<file path="src/rtl/uart_rx_cfg.sv">
`default_nettype none
// ============================================================================
// Module   : uart_rx_cfg
// Purpose  : Parametrised UART receiver. It synchronises the input line and
//            takes a 2-of-3 majority vote at mid-bit. It detects parity,
//            framing and break conditions, and delivers one word per frame
//            with a single-cycle valid pulse.
// Revision : 1.0 - initial release
// ============================================================================
module uart_rx_cfg #(
    parameter int CLKS_PER_BIT = 217,
    parameter int DATA_BITS    = 8,
    parameter int PARITY_EN    = 0,
    parameter int PARITY_ODD   = 0,
    parameter int STOP_BITS    = 1,
    parameter int SYNC_STAGES  = 2
) (
    input  logic                 clk_i,
    input  logic                 rst_ni,
    input  logic                 rx_serial_i,
    output logic                 rx_dv_o,
    output logic [DATA_BITS-1:0] rx_byte_o,
    output logic                 parity_err_o,
    output logic                 frame_err_o,
    output logic                 break_o,
    output logic                 busy_o
);

    // ------------------------------------------------------------------------
    // Constants
    // ------------------------------------------------------------------------
    localparam int c_CNT_W = $clog2(CLKS_PER_BIT);
    localparam int c_IDX_W = $clog2(DATA_BITS);

    // Three vote samples sit around the mid-bit count H; the vote is decided
    // on the third one so the decision can use the live line value.
    localparam logic [c_CNT_W-1:0] c_H       = c_CNT_W'(CLKS_PER_BIT / 2);
    localparam logic [c_CNT_W-1:0] c_H_M1    = c_CNT_W'(CLKS_PER_BIT / 2 - 1);
    localparam logic [c_CNT_W-1:0] c_H_P1    = c_CNT_W'(CLKS_PER_BIT / 2 + 1);
    localparam logic [c_CNT_W-1:0] c_CNT_MAX = c_CNT_W'(CLKS_PER_BIT - 1);
    localparam logic [c_CNT_W-1:0] c_CNT_ONE = c_CNT_W'(1);

    localparam logic [c_IDX_W-1:0] c_IDX_LAST = c_IDX_W'(DATA_BITS - 1);
    localparam logic [c_IDX_W-1:0] c_IDX_ONE  = c_IDX_W'(1);

    localparam logic c_PAR_EN        = (PARITY_EN != 0);
    localparam logic c_PAR_ODD       = (PARITY_ODD != 0);
    localparam logic c_STOP_LAST_IDX = (STOP_BITS == 2);

    localparam logic [2:0] c_ST_IDLE      = 3'd0;
    localparam logic [2:0] c_ST_START     = 3'd1;
    localparam logic [2:0] c_ST_DATA      = 3'd2;
    localparam logic [2:0] c_ST_PARITY    = 3'd3;
    localparam logic [2:0] c_ST_STOP      = 3'd4;
    localparam logic [2:0] c_ST_WAIT_HIGH = 3'd5;

    // ------------------------------------------------------------------------
    // Registers and wires
    // ------------------------------------------------------------------------
    logic [SYNC_STAGES-1:0] r_sync;
    logic                   w_rxs;

    logic [2:0]             r_state;
    logic [c_CNT_W-1:0]     r_cnt;
    logic [c_CNT_W-1:0]     w_cnt_next;
    logic [c_IDX_W-1:0]     r_idx;
    logic                   r_stop_idx;
    logic                   r_stop_bad;
    logic                   r_s_a;
    logic                   r_s_b;
    logic [DATA_BITS-1:0]   r_shift;
    logic                   r_par_vote;
    logic                   r_par_bad;

    logic                   r_dv;
    logic [DATA_BITS-1:0]   r_byte;
    logic                   r_perr;
    logic                   r_ferr;
    logic                   r_brk;

    logic                   w_vote;
    logic                   w_decide;
    logic                   w_last_stop;
    logic                   w_ferr_now;
    logic                   w_data_zero;

    // ------------------------------------------------------------------------
    // Input synchroniser. The flops reset high so that reset release is not
    // seen as a start bit.
    // ------------------------------------------------------------------------
    always_ff @(posedge clk_i or negedge rst_ni) begin
        if (!rst_ni) begin
            r_sync <= '1;
        end else begin
            r_sync <= {r_sync[SYNC_STAGES-2:0], rx_serial_i};
        end
    end

    assign w_rxs = r_sync[SYNC_STAGES-1];

    // ------------------------------------------------------------------------
    // Combinational helpers
    // ------------------------------------------------------------------------
    // The 2-of-3 majority uses the two stored samples and the live third sample.
    assign w_vote      = (r_s_a & r_s_b) | (r_s_a & w_rxs) | (r_s_b & w_rxs);
    assign w_decide    = (r_cnt == c_H_P1);
    assign w_cnt_next  = (r_cnt == c_CNT_MAX) ? '0 : (r_cnt + c_CNT_ONE);
    assign w_last_stop = (r_stop_idx == c_STOP_LAST_IDX);
    // Framing error covers the stop bit now being decided and any earlier stop bit.
    assign w_ferr_now  = r_stop_bad | ~w_vote;
    assign w_data_zero = (r_shift == '0);

    // ------------------------------------------------------------------------
    // Receive FSM. It holds the bit counter, the vote samples, the data shift
    // register and the registered outputs.
    // ------------------------------------------------------------------------
    always_ff @(posedge clk_i or negedge rst_ni) begin
        if (!rst_ni) begin
            r_state    <= c_ST_IDLE;
            r_cnt      <= '0;
            r_idx      <= '0;
            r_stop_idx <= 1'b0;
            r_stop_bad <= 1'b0;
            r_s_a      <= 1'b1;
            r_s_b      <= 1'b1;
            r_shift    <= '0;
            r_par_vote <= 1'b0;
            r_par_bad  <= 1'b0;
            r_dv       <= 1'b0;
            r_byte     <= '0;
            r_perr     <= 1'b0;
            r_ferr     <= 1'b0;
            r_brk      <= 1'b0;
        end else begin
            r_dv <= 1'b0;

            // The first two vote samples are taken at H-1 and H.
            if (r_cnt == c_H_M1) begin
                r_s_a <= w_rxs;
            end
            if (r_cnt == c_H) begin
                r_s_b <= w_rxs;
            end

            case (r_state)
                c_ST_IDLE: begin
                    r_idx      <= '0;
                    r_stop_idx <= 1'b0;
                    r_stop_bad <= 1'b0;
                    if (!w_rxs) begin
                        // The cycle in which the low level is seen counts as
                        // count 0, so the next count is 1.
                        r_state <= c_ST_START;
                        r_cnt   <= c_CNT_ONE;
                    end else begin
                        r_cnt <= '0;
                    end
                end

                c_ST_START: begin
                    r_cnt <= w_cnt_next;
                    if (w_decide) begin
                        if (w_vote) begin
                            // False start: return quietly and leave the outputs unchanged.
                            r_state <= c_ST_IDLE;
                            r_cnt   <= '0;
                        end else begin
                            r_state    <= c_ST_DATA;
                            r_par_vote <= 1'b0;
                            r_par_bad  <= 1'b0;
                        end
                    end
                end

                c_ST_DATA: begin
                    r_cnt <= w_cnt_next;
                    if (w_decide) begin
                        // The word arrives LSB first. After DATA_BITS right
                        // shifts, the first bit received sits in bit 0.
                        r_shift <= {w_vote, r_shift[DATA_BITS-1:1]};
                        if (r_idx == c_IDX_LAST) begin
                            r_idx   <= '0;
                            r_state <= c_PAR_EN ? c_ST_PARITY : c_ST_STOP;
                        end else begin
                            r_idx <= r_idx + c_IDX_ONE;
                        end
                    end
                end

                c_ST_PARITY: begin
                    r_cnt <= w_cnt_next;
                    if (w_decide) begin
                        r_par_vote <= w_vote;
                        r_par_bad  <= ((^r_shift) ^ w_vote) != c_PAR_ODD;
                        r_state    <= c_ST_STOP;
                    end
                end

                c_ST_STOP: begin
                    r_cnt <= w_cnt_next;
                    if (w_decide) begin
                        if (w_last_stop) begin
                            r_dv    <= 1'b1;
                            r_byte  <= r_shift;
                            r_ferr  <= w_ferr_now;
                            r_perr  <= c_PAR_EN & r_par_bad;
                            r_brk   <= w_ferr_now & w_data_zero &
                                       (~c_PAR_EN | ~r_par_vote);
                            r_cnt   <= '0;
                            // A low stop bit may be a break or a stuck line.
                            // Wait for a high level before arming again.
                            r_state <= w_ferr_now ? c_ST_WAIT_HIGH : c_ST_IDLE;
                        end else begin
                            r_stop_idx <= 1'b1;
                            r_stop_bad <= ~w_vote;
                        end
                    end
                end

                c_ST_WAIT_HIGH: begin
                    r_cnt <= '0;
                    if (w_rxs) begin
                        r_state <= c_ST_IDLE;
                    end
                end

                default: begin
                    r_state <= c_ST_IDLE;
                    r_cnt   <= '0;
                end
            endcase
        end
    end

    // ------------------------------------------------------------------------
    // Outputs
    // ------------------------------------------------------------------------
    assign rx_dv_o      = r_dv;
    assign rx_byte_o    = r_byte;
    assign parity_err_o = r_perr;
    assign frame_err_o  = r_ferr;
    assign break_o      = r_brk;
    assign busy_o       = (r_state != c_ST_IDLE);

endmodule
`default_nettype wire

</file>
<file path="config.mk">
export PLATFORM = sky130hd
export DESIGN_NAME = uart_rx_cfg
export DESIGN_NICKNAME = d
export VERILOG_FILES = /design/src/rtl/uart_rx_cfg.sv
export SDC_FILE = /design/constraint.sdc
export NUM_CORES = 1
export LEC_CHECK = 0
export CAP_MARGIN = 20
export CORE_MARGIN = 2
export CORE_UTILIZATION = 38
export DETAILED_ROUTE_END_ITERATION = 10
export DONT_BUFFER_PORTS = 1
export GPL_ROUTABILITY_DRIVEN = 0
export RECOVER_POWER = 25
export SYNTH_ARGS = -nofsm -noshare
export SYNTH_HDL_FRONTEND = slang
export SYNTH_SLANG_ARGS = --single-unit
</file>
<file path="constraint.sdc">
create_clock -name clk_i -period 5.1 [get_ports clk_i]
set_input_delay 0.765 -clock clk_i [delete_from_list [all_inputs] [get_ports clk_i]]
set_output_delay 0.765 -clock clk_i [all_outputs]
set_load 0.05 [all_outputs]
</file>
Word-level counts from Yosys, hierarchy flattened
Index checks and enable logic that the tools add are counted.
Word-level totals
  register bits: 39
  input bits: 3
  output and inout bits: 13
  word-level logic and storage cells: 85
Cells by class
  add/subtract/negate cells: 2
  eq/ne operators: 19
  multiplexer cells: 30
  bitwise logic cells: 9
  reduce and logical (&&, ||, !) cells: 12
Operators with widths (count)
  2-to-1 mux 8 bit: 5
  2-to-1 mux 3 bit: 11
  case mux 8 bit (4 select lines): 1
  == test 8 x 7 -> 1 bit, second input constant: 3
  != test 2 bit, second input constant: 9
  case mux 3 bit (6 select lines): 1
  == test 3 bit, second input constant: 3
  adder 8 x 1 -> 8 bit, second input constant: 1
  == test 8 bit, second input constant: 1
  logical NOT 8 bit: 1
  2-to-1 mux 1 bit: 8
  AND reduction 8 bit: 1
  == test 3 x 2 -> 1 bit, second input constant: 2
  case mux 3 bit (2 select lines): 1
  AND reduction 2 bit: 3
  AND reduction 3 bit: 2
  AND 1 bit: 4
  case mux 1 bit (2 select lines): 2
  nonzero test 2 bit: 2
  adder 3 x 1 -> 3 bit, second input constant: 1
  == test 3 x 1 -> 1 bit, second input constant: 1
  logical NOT 3 bit: 1
  OR 1 bit: 3
  nonzero test 3 bit: 1
  other kinds (3): 4

Longest topological paths before layout
Gate-level depths: netlist of the first run.
  depth in word-level cells: 9
  depth in mapped cells: 6
  gate-level depth less buffers: 6

Worst setup path before layout of the first run
Ideal clock, no wire load.
  path type: reg-to-output
  from: reg r_state[1]
  to: out busy_o
  data arrival time: 1049 ps
  required time: 4335 ps
  path slack: 3286 ps
  stages on the path, launching flop included: 4
  cells stage by stage: dfrtp_1 buf_2 nor3_1 inv_1
Between the ends
  longest elaborated chain between the ends: 1
Ends and longest elaborated chain
  from (decl): line 63  | logic [2:0] r_state;
  from (signal assigned): line 119  | r_state <= c_ST_IDLE;
  from (signal assigned): line 153  | r_state <= c_ST_START;
  from (signal assigned): line 165  | r_state <= c_ST_IDLE;
  nonzero test 3 bit: line 243  | assign busy_o = (r_state != c_ST_IDLE);
  to (decl): line 26  | output logic busy_o
Every way passes these cells.

Worst setup path after layout of the first run
  from: reg r_state[2]
  to: out busy_o
The elaborated chain is that of the path after synthesis.

==> results_dict.tcl, run 1 <==
set metrics [dict create \
    outcome "completed" \
    synth_top_family_by_area "multiplexers" \
    synthCells 162 \
    clk_pin_slew_ns 0.08 \
    p_per_area_nw_per_um2 277.5 \
    clk_path_buf_depth 2 \
    ys_ff_latch 39 \
    cts_tree "done" \
    grt_pass1_wl_microns 5485 \
    synthFlopType "dfrtp_1" \
    syn2layout_area_growth_pct 7.968 \
    yosysWarnings 0 \
    vdd_ir_drop_max_mv 0.1408 \
    layout_common_cells "35 x dfrtp_1, 12 x mux2_2, 9 x nor2_1, 9 x mux2_4, 7 x inv_1" \
    final_common_cell "dfrtp_1" \
    antenna_found_initial 0 \
    fmax_ghz 0.4260 \
    grt_max_degree 40 \
    ff_latch_area_sq_um 980.9 \
    ys_types 44 \
    clock-sinks 39 \
    drt_first_pass_iters 4 \
    ant_nets 0 \
    timing.rr.start "r_cnt[4]" \
    fin_setup_tns_ns 0 \
    period_share_pct 46.03 \
    ctsHoldBuffers 0 \
    die_h_microns 75 \
    drive_above_1_share_pct 21.60 \
    synth_compound_area_share_pct 6.989 \
    rows 25 \
    hold_ws_ns 0.1499 \
    cts_buffers 5 \
    avgSynthCellArea_sq_um 11.82 \
    cpPeakStageDelay_ns 0.65 \
    cts.repair.resized 0 \
    multi_input_area_sq_um 864.6 \
    dp_hpwl_microns 2310 \
    grt_overflow 0 \
    rsz0062_at_grt "false" \
    n_fill_cell 440 \
    via_count 1207 \
    slew_violations 0 \
    diodes 0 \
    clock_latency_ns 0.30 \
    ys_seq_area_share_pct 51.21 \
    ctsHtreeMaxLevel 2 \
    r2r_cells 4 \
    floorplan.core_area_sq_um 4786 \
    die_area_sq_um 5625 \
    start_util_pct 40.03 \
    p_leak_uw 0.0009879 \
    hold_viol 0 \
    clock_skew_ns 0.008823 \
    die_w_microns 75 \
    r2r_setup_slack_ns 2.76 \
    synth-edff-count 0 \
    r2r-end "rx_byte_o[7]" \
    syn-num-nets 170 \
    end_kind "primary output" \
    routedWlPerCell_microns 14.55 \
    synthAdderAreaFrac_pct 3.788 \
    io_pins 16 \
    routed_wirelength_microns 3332 \
    worst_path_max_delay_cell "dfrtp_1" \
    slew_headroom_pct 57.98 \
    remaining_drc_errors 0 \
    muxShareOfSynthArea_pct 16.20 \
    grt_pass1_vias 1168 \
    synth-simple-area-share_pct 15.68 \
    async_reset_ff_share_pct 100.0 \
    critPathArrivalTime_ns 1.58 \
    vias_per_cell 5.271 \
    min_period_ns 2.348 \
    worstSetupPathType "flip-flop to primary output" \
    path_cells "nor3_1, inv_1" \
    crit_fanout 17 \
    nets 169 \
    port_buffers 0 \
    synth-xor-area-share_pct 2.286 \
    syn-cell-area_sq_um 1916 \
    maxCapViolCount 0 \
    final-setup-viol-count 0 \
    clk_root_buffer_cell "clkbuf_8" \
    grt.total_usage_pct 13.15 \
    worstMarginPinSlew_ns 0.6303 \
    startpoint_type "flip-flop" \
    hp-class "primary input to async pin" \
    crit_required_ns 4.34 \
    cts_setup_buffers 0 \
    drt_first_iter_violations 22 \
]
## flip-flops by register name (all words and copies together), names as in the netlist
register and cells:
break_o 1, frame_err_o 1, r_cnt 8, r_idx 3, r_s_a 1, r_s_b 1, r_shift 8, r_state 3
r_stop_bad 1, r_stop_idx 1, r_sync 2, rx_byte_o 8, rx_dv_o 1
## power breakdown
group | internal (uW) | switching, uW | total, uW
logic | 0.221 | 1.76 | 1.98
clock network | 146 | 115 | 260
registers | 311 | 1.09 | 312
## metrics by stage
stage               std cells  setup slack (ns)  instance area, sq um  util, %  power, uW
CTS                       229             2.728                  2068    43.22      581.8
detailed placement        221             2.780                  1956    40.86      319.6
global placement          221             2.849                  1956    40.86      319.7
global route              229             2.600                  2068    43.22      594.9
finish                    229             2.752                  2068    43.22      574.0
floorplan                 162             3.286                  1916        -      320.1
## worst max-delay path, delay by kind of cell (launching register included)
| family | cells | cell delay [ns] |
|---|---|---|
| flops | 1 | 0.65 |
| buf+inv | 1 | 0.48 |
| simple gates | 1 | 0.15 |
## cell usage after synthesis, types with 3 or more instances
cell type  count  area share (%)
inv_1          7             1.4
dfrtp_1       35              46
clkbuf_1       4            0.78
nor4_1         4             1.3
and3_1         3            0.98
nor2b_1        4             1.3
and2_1         4             1.3
nor2_1         9             1.8
dfstp_2        4             5.5
ha_1           5             3.3
a21oi_1        3            0.78
nand2_1        6             1.2
mux2_2        12             7.1
o21ai_0        5             1.3
xnor2_1        3             1.4
mux2i_1        4             2.1
mux2_4         9             7.1
nand4_1        3            0.98
nand3_1        5             1.3
## worst max path at each step
stage,cells past startpoint,slack (ns),startpoint,to
2_1_floorplan,3,3.29,r_state[1],busy_o
3_3_place_gp,4,2.85,r_cnt[4],rx_byte_o[6]
3_5_place_dp,4,2.78,r_cnt[4],rx_byte_o[2]
4_1_cts,2,2.73,r_state[2],busy_o
5_1_grt,2,2.60,r_state[2],busy_o
6_report,2,2.75,r_state[2],busy_o
## routing by layer
layer	vias to the layer above	share of wire (%)	global-route usage, %
met3	6	4.4	4.418
li1	575	-	-
met2	23	48	20.76
met5	-	0	0
met1	603	46	16.25
met4	0	1.9	6.151
## logic make-up after synthesis
| logic type | Yosys count |
|---|---|
| flops | 39 |
| compound gates | 20 |
| fa+ha+maj | 6 |
| simple gates | 51 |
| buf+inv | 15 |
| mux | 25 |
| xor+xnor | 5 |
| other cells | 1 |
## layout make-up
| type | instances | share of cell area [%] |
|---|---|---|
| Sequential cell | 39 | 47.43 |
| Multi-Input combinational cell | 108 | 41.80 |
| Tap cell | 67 | 4.053 |
| Clock buffer | 5 | 3.327 |
| Clock inverter | 3 | 2.117 |
| Inverter | 7 | 1.270 |
No activity file was read; power rests on OpenSTA's default activity.
==> run 2, diff against run 1 <==
==> constraint.sdc (replaced) <==
create_clock -name clk_i -period 2.1 [get_ports clk_i]
set_input_delay 0.315 -clock clk_i [delete_from_list [all_inputs] [get_ports clk_i]]
set_output_delay 0.315 -clock clk_i [all_outputs]
set_load 0.05 [all_outputs]
==> run 2 against run 1 <==
Net effect: non-clock buffer count is 10 higher; sequential share of layout area down 1.2 points; die area is the same; critical path depth rose by 2; via count is 2.2% higher; final cell count increased by 4.4%; register-to-register slack worse by 2.7 ns; first-iteration DRC count rose by 64%; clock skew rose by 0.0015 ns; critical path type is now flip-flop to flip-flop; critical endpoint is now rx_byte_o[6].
==> results_dict.tcl, run 2 (same netlist as run 1, synthesis figures left out) <==
set metrics [dict create \
    syn2layout_area_growth_pct 10.78 \
    dp_hpwl_microns 2453 \
    grt_max_degree 40 \
    rsz0062_at_grt "false" \
    p_leak_uw 0.001016 \
    ant_nets 0 \
    outcome "completed" \
    crit_fanout 11 \
    n_fill_cell 451 \
    grt_pass1_vias 1265 \
    r2r_setup_slack_ns 0.09 \
    rows 25 \
    min_to "r_sync[1]" \
    via_count 1234 \
    die_area_sq_um 5625 \
    ctsHtreeMaxLevel 2 \
    drt_first_pass_iters 4 \
    final_common_cell "dfrtp_1" \
    final-setup-viol-count 0 \
    grt_overflow 0 \
    end_kind "flip-flop" \
    antenna_found_initial 0 \
    timing.rr.start "r_cnt[4]" \
    p_per_area_nw_per_um2 603.3 \
    r2r-end "rx_byte_o[6]" \
    grt_pass1_wl_microns 6106 \
    nets 179 \
    floorplan.core_area_sq_um 4786 \
    layout_common_cells "35 x dfrtp_1, 12 x mux2_2, 9 x nor2_1, 9 x mux2_4" \
    clk_path_buf_depth 2 \
    critPathArrivalTime_ns 2.19 \
    hold_viol 0 \
    die_w_microns 75 \
    die_h_microns 75 \
    cts_buffers 5 \
    drive_above_1_share_pct 25.58 \
    clock-sinks 39 \
    startpoint_type "flip-flop" \
    clock_skew_ns 0.01036 \
    layout.core_utilization_pct 44.34 \
    worstMarginPinSlew_ns 0.9222 \
    min_period_ns 2.014 \
    vdd_ir_drop_max_mv 0.2657 \
    remaining_drc_errors 0 \
    multi_input_area_sq_um 864.6 \
    clk_pin_slew_ns 0.08 \
    port_buffers 0 \
    cts_tree "done" \
    slew_headroom_pct 38.52 \
    fin_setup_tns_ns 0 \
    worst_hold_path.num_cells 0 \
    clk_root_buffer_cell "clkbuf_8" \
    r2r_cells 4 \
    diodes 0 \
    drt_first_iter_violations 36 \
    routed_wirelength_microns 3479 \
    hp-class "flip-flop to flip-flop" \
    slew_violations 0 \
    ff_latch_area_sq_um 980.9 \
    clock_latency_ns 0.29 \
    start_util_pct 40.03 \
    period_share_pct 95.89 \
    maxCapViolCount 0 \
    fmax_ghz 0.4966 \
    io_pins 16 \
    vias_per_cell 5.163 \
    routedWlPerCell_microns 14.56 \
    grt.total_usage_pct 14.39 \
    crit_required_ns 2.28 \
    worstSetupPathType "flip-flop to flip-flop" \
    min_from "r_sync[0]" \
]
[run 2: routing by layer]
metal	vias to the layer above	GRT usage, %	wire (microns)
met1	610	19.25	1704
met5	-	0	0
met2	23	22.42	1613
met3	6	4.685	118
li1	595	-	-
met4	0	4.167	42
[run 2: repair_timing]
item,in CTS,in global routing
setup buffers,0,0
gates resized for setup,0,1
hold buffers,2,1
endpoints found under the setup margin,0,10
hold endpoints to repair,39,1
[run 2: worst max path at each step]
stage,from,endpoint,cells past startpoint
finish,r_cnt[4],rx_byte_o[6],4
global route,r_cnt[4],rx_byte_o[7],4
CTS,r_cnt[4],rx_byte_o[6],4
detailed placement,r_cnt[4],rx_byte_o[6],4
global placement,r_cnt[4],rx_byte_o[6],4
floorplan,r_cnt[7],break_o,5
[run 2: metrics by stage]
stage                     power, uW  hold slack (ns)  instances  area [sq um]  worst slack [ns]
after floorplan               777.3          0.01941        162          1916            0.3285
after global placement        776.2          0.02125        228          2008            0.1179
after detailed placement      776.5          0.02120        228          2008           0.06938
after CTS                      1308          0.01168        238          2127           0.05761
after global routing           1346           0.3620        239          2122          0.008092
final                          1280           0.3587        239          2122           0.08640
[run 2: layout make-up]
| type | instances | area share (%) |
|---|---|---|
| flip-flops and latches | 39 | 46.23 |
| clock inverters | 3 | 0.9434 |
| repair buffers | 10 | 3.656 |
| inverters | 7 | 1.238 |
| multi-input cells | 108 | 40.74 |
| clock buffers | 5 | 3.243 |
| well taps | 67 | 3.950 |
[run 2: where the power goes]
group          internal [uW]  switching (uW)
clock network            231             270
logic                   3.59            18.3
registers                754            2.66
total                    989             291
[run 2: critical path, cell delays in order (launching register included)]
cell	delay, ns
dfrtp_1	0.44
and4bb_4	0.36
nand3_1	0.10
or3b_2	0.65
mux2_4	0.36
==> run 3, diff against run 2 <==
--- a/config.mk
+++ b/config.mk
@@ -11,7 +11,9 @@
 export DETAILED_ROUTE_END_ITERATION = 10
 export DONT_BUFFER_PORTS = 1
 export GPL_ROUTABILITY_DRIVEN = 0
+export GPL_TIMING_DRIVEN = 0
 export RECOVER_POWER = 25
+export SLEW_MARGIN = 20
 export SYNTH_ARGS = -nofsm -noshare
 export SYNTH_HDL_FRONTEND = slang
 export SYNTH_SLANG_ARGS = --single-unit
==> run 3 against run 2 <==
Net effect: register-to-register slack improved by 0.09 ns; via count grew 1.2%; final cell count rose by 0.42%; final area up 0.88%; count of clock-buffer cells in the layout is the same; sequential cell count unchanged; combinational power increased by 21%; total power up 10%; sequential power is essentially flat; routed wire length increased by 2.9%; clock skew fell by 0.0063 ns; critical path type unchanged.
==> results_dict.tcl, run 3 (same netlist as run 1, synthesis figures left out) <==
set metrics [dict create \
    crit_required_ns 2.28 \
    clock-sinks 39 \
    final-setup-viol-count 0 \
    worstSetupPathType "flip-flop to flip-flop" \
    die_area_sq_um 5625 \
    antenna_found_initial 0 \
    fmax_ghz 0.5206 \
    routed_wirelength_microns 3580 \
    floorplan.core_area_sq_um 4786 \
    p_leak_uw 0.001030 \
    cpPeakStageDelay_ns 0.44 \
    ctsHtreeMaxLevel 2 \
    crit_fanout 10 \
    min_to "r_sync[1]" \
    r2r-end "rx_byte_o[7]" \
    r2r_cells 5 \
    clk_path_buf_depth 2 \
    slew_violations 0 \
    hold_viol 0 \
    clk_pin_slew_ns 0.08 \
    end_kind "flip-flop" \
    critPathArrivalTime_ns 2.10 \
    p_per_area_nw_per_um2 658.8 \
    nets 180 \
    clock_skew_ns 0.004085 \
    vias_per_cell 5.204 \
    critical_path.top_delay_family "simple AND/OR/NAND/NOR gates" \
    cp_num_buf_inv 1 \
    dpl_cell_area_sq_um 1999 \
    ant_nets 0 \
    pre_cts_slack_ns 0.03390 \
    io_pins 16 \
    hp-class "flip-flop to flip-flop" \
    remaining_drc_errors 0 \
    grt.total_usage_pct 14.38 \
    via_count 1249 \
    startpoint_type "flip-flop" \
    path_cells "and4bb_4, nand3_1, or3b_1, buf_6, mux2_4" \
    worst_hold_path.num_cells 0 \
    slew_headroom_pct 36.40 \
    cts_tree "done" \
    cts_setup_buffers 0 \
    drive_above_1_share_pct 24.28 \
    drt_first_pass_iters 4 \
    drt_first_iter_violations 42 \
    start_util_pct 40.03 \
    timing.rr.start "r_cnt[4]" \
    fin_setup_tns_ns 0 \
    syn2layout_area_growth_pct 11.76 \
    clock_latency_ns 0.29 \
    grt_pass1_wl_microns 6009 \
    cts_buffers 5 \
    dp_hpwl_microns 2503 \
    min_period_ns 1.921 \
    worstMarginPinSlew_ns 0.9540 \
    final_common_cell "dfrtp_1" \
    maxCapViolCount 0 \
    period_share_pct 91.48 \
    grt_overflow 0 \
    min_from "r_sync[0]" \
    die_h_microns 75 \
    layout_common_cells "35 x dfrtp_1, 12 x mux2_2, 9 x nor2_1, 9 x mux2_4" \
    grt_pass1_vias 1246 \
    worst_path_max_delay_cell "dfrtp_1" \
    n_fill_cell 446 \
    routedWlPerCell_microns 14.92 \
    rsz0062_at_grt "false" \
    port_buffers 0 \
    grt_max_degree 40 \
    r2r_setup_slack_ns 0.18 \
    fin_area_sq_um 2141 \
    outcome "completed" \
    vdd_ir_drop_max_mv 0.3063 \
    diodes 0 \
    clk_root_buffer_cell "clkbuf_8" \
    rows 25 \
    die_w_microns 75 \
    layout_setup_ws_ns 0.1790 \
]
run 3: cell types whose count changed in the layout (fill, tap and decap cells not counted), sizes merged:
cell / previous run / this run
bufinv: 0 / 1
buf: 7 / 4
clkinv: 1 / 2
clkbuf: 6 / 10
clkinvlp: 2 / 0
run 3: cell type report:
class / count / area [sq um] / share of cell area, %
tap: 67 / 83.83 / 3.916
sequential: 39 / 980.9 / 45.82
clock buffer: 5 / 68.82 / 3.214
clock inverter: 3 / 43.79 / 2.046
inverter: 7 / 26.28 / 1.227
multi-input combinational: 108 / 868.3 / 40.56
timing repair buffer: 3 / 25.02 / 1.169
buffer: 8 / 43.79 / 2.046
run 3: worst max-delay path by stage:
stage | start | endpoint | depth (start not counted)
2_1_floorplan | r_cnt[7] | break_o | 5
3_3_place_gp | r_state[1] | r_cnt[0] | 6
3_5_place_dp | r_state[1] | r_cnt[0] | 6
4_1_cts | r_state[1] | r_cnt[0] | 6
5_1_grt | r_sync[1] | r_cnt[0] | 5
6_report | r_cnt[4] | rx_byte_o[7] | 5
run 3: what timing repair did:
action / CTS / global route
gates resized for setup: 0 / 2
endpoints found under the setup margin: 0 / 6
hold buffers: 2 / 1
endpoints found under the hold margin: 39 / 1
run 3: where the power goes:
part | switching (uW) | total (uW) | internal, uW
clock | 276 | 629 | 354
sequential | 0.423 | 754 | 754
combinational | 21.4 | 26.6 | 5.25
total | 297 | 1410 | 1110
run 3: per-layer routing:
| layer | track usage (%) | part of all wire (%) | up-vias |
|---|---|---|---|
| li1 | - | - | 590 |
| met2 | 24.27 | 49 | 33 |
| met3 | 5.221 | 5.4 | 4 |
| met1 | 16.99 | 44 | 622 |
| met5 | 0 | 0 | - |
| met4 | 4.762 | 1.2 | 0 |
run 3: per-stage QoR:
stage | utilization (%) | std cells | power (uW) | hold slack (ns)
after detailed placement | 41.78 | 229 | 778.3 | 0.02095
after CTS | 44.76 | 239 | 1431 | 0.005387
after floorplan | - | 162 | 777.3 | 0.01941
after global routing | 44.73 | 240 | 1469 | 0.3685
after global placement | 41.78 | 229 | 778.1 | 0.02117
final | 44.73 | 240 | 1410 | 0.3582
run 3: worst reg2reg max path, cell delays in order, from the launching register on:
cell	delay, ns
dfrtp_1	0.44
and4bb_4	0.37
nand3_1	0.11
or3b_1	0.41
buf_6	0.18
mux2_4	0.30
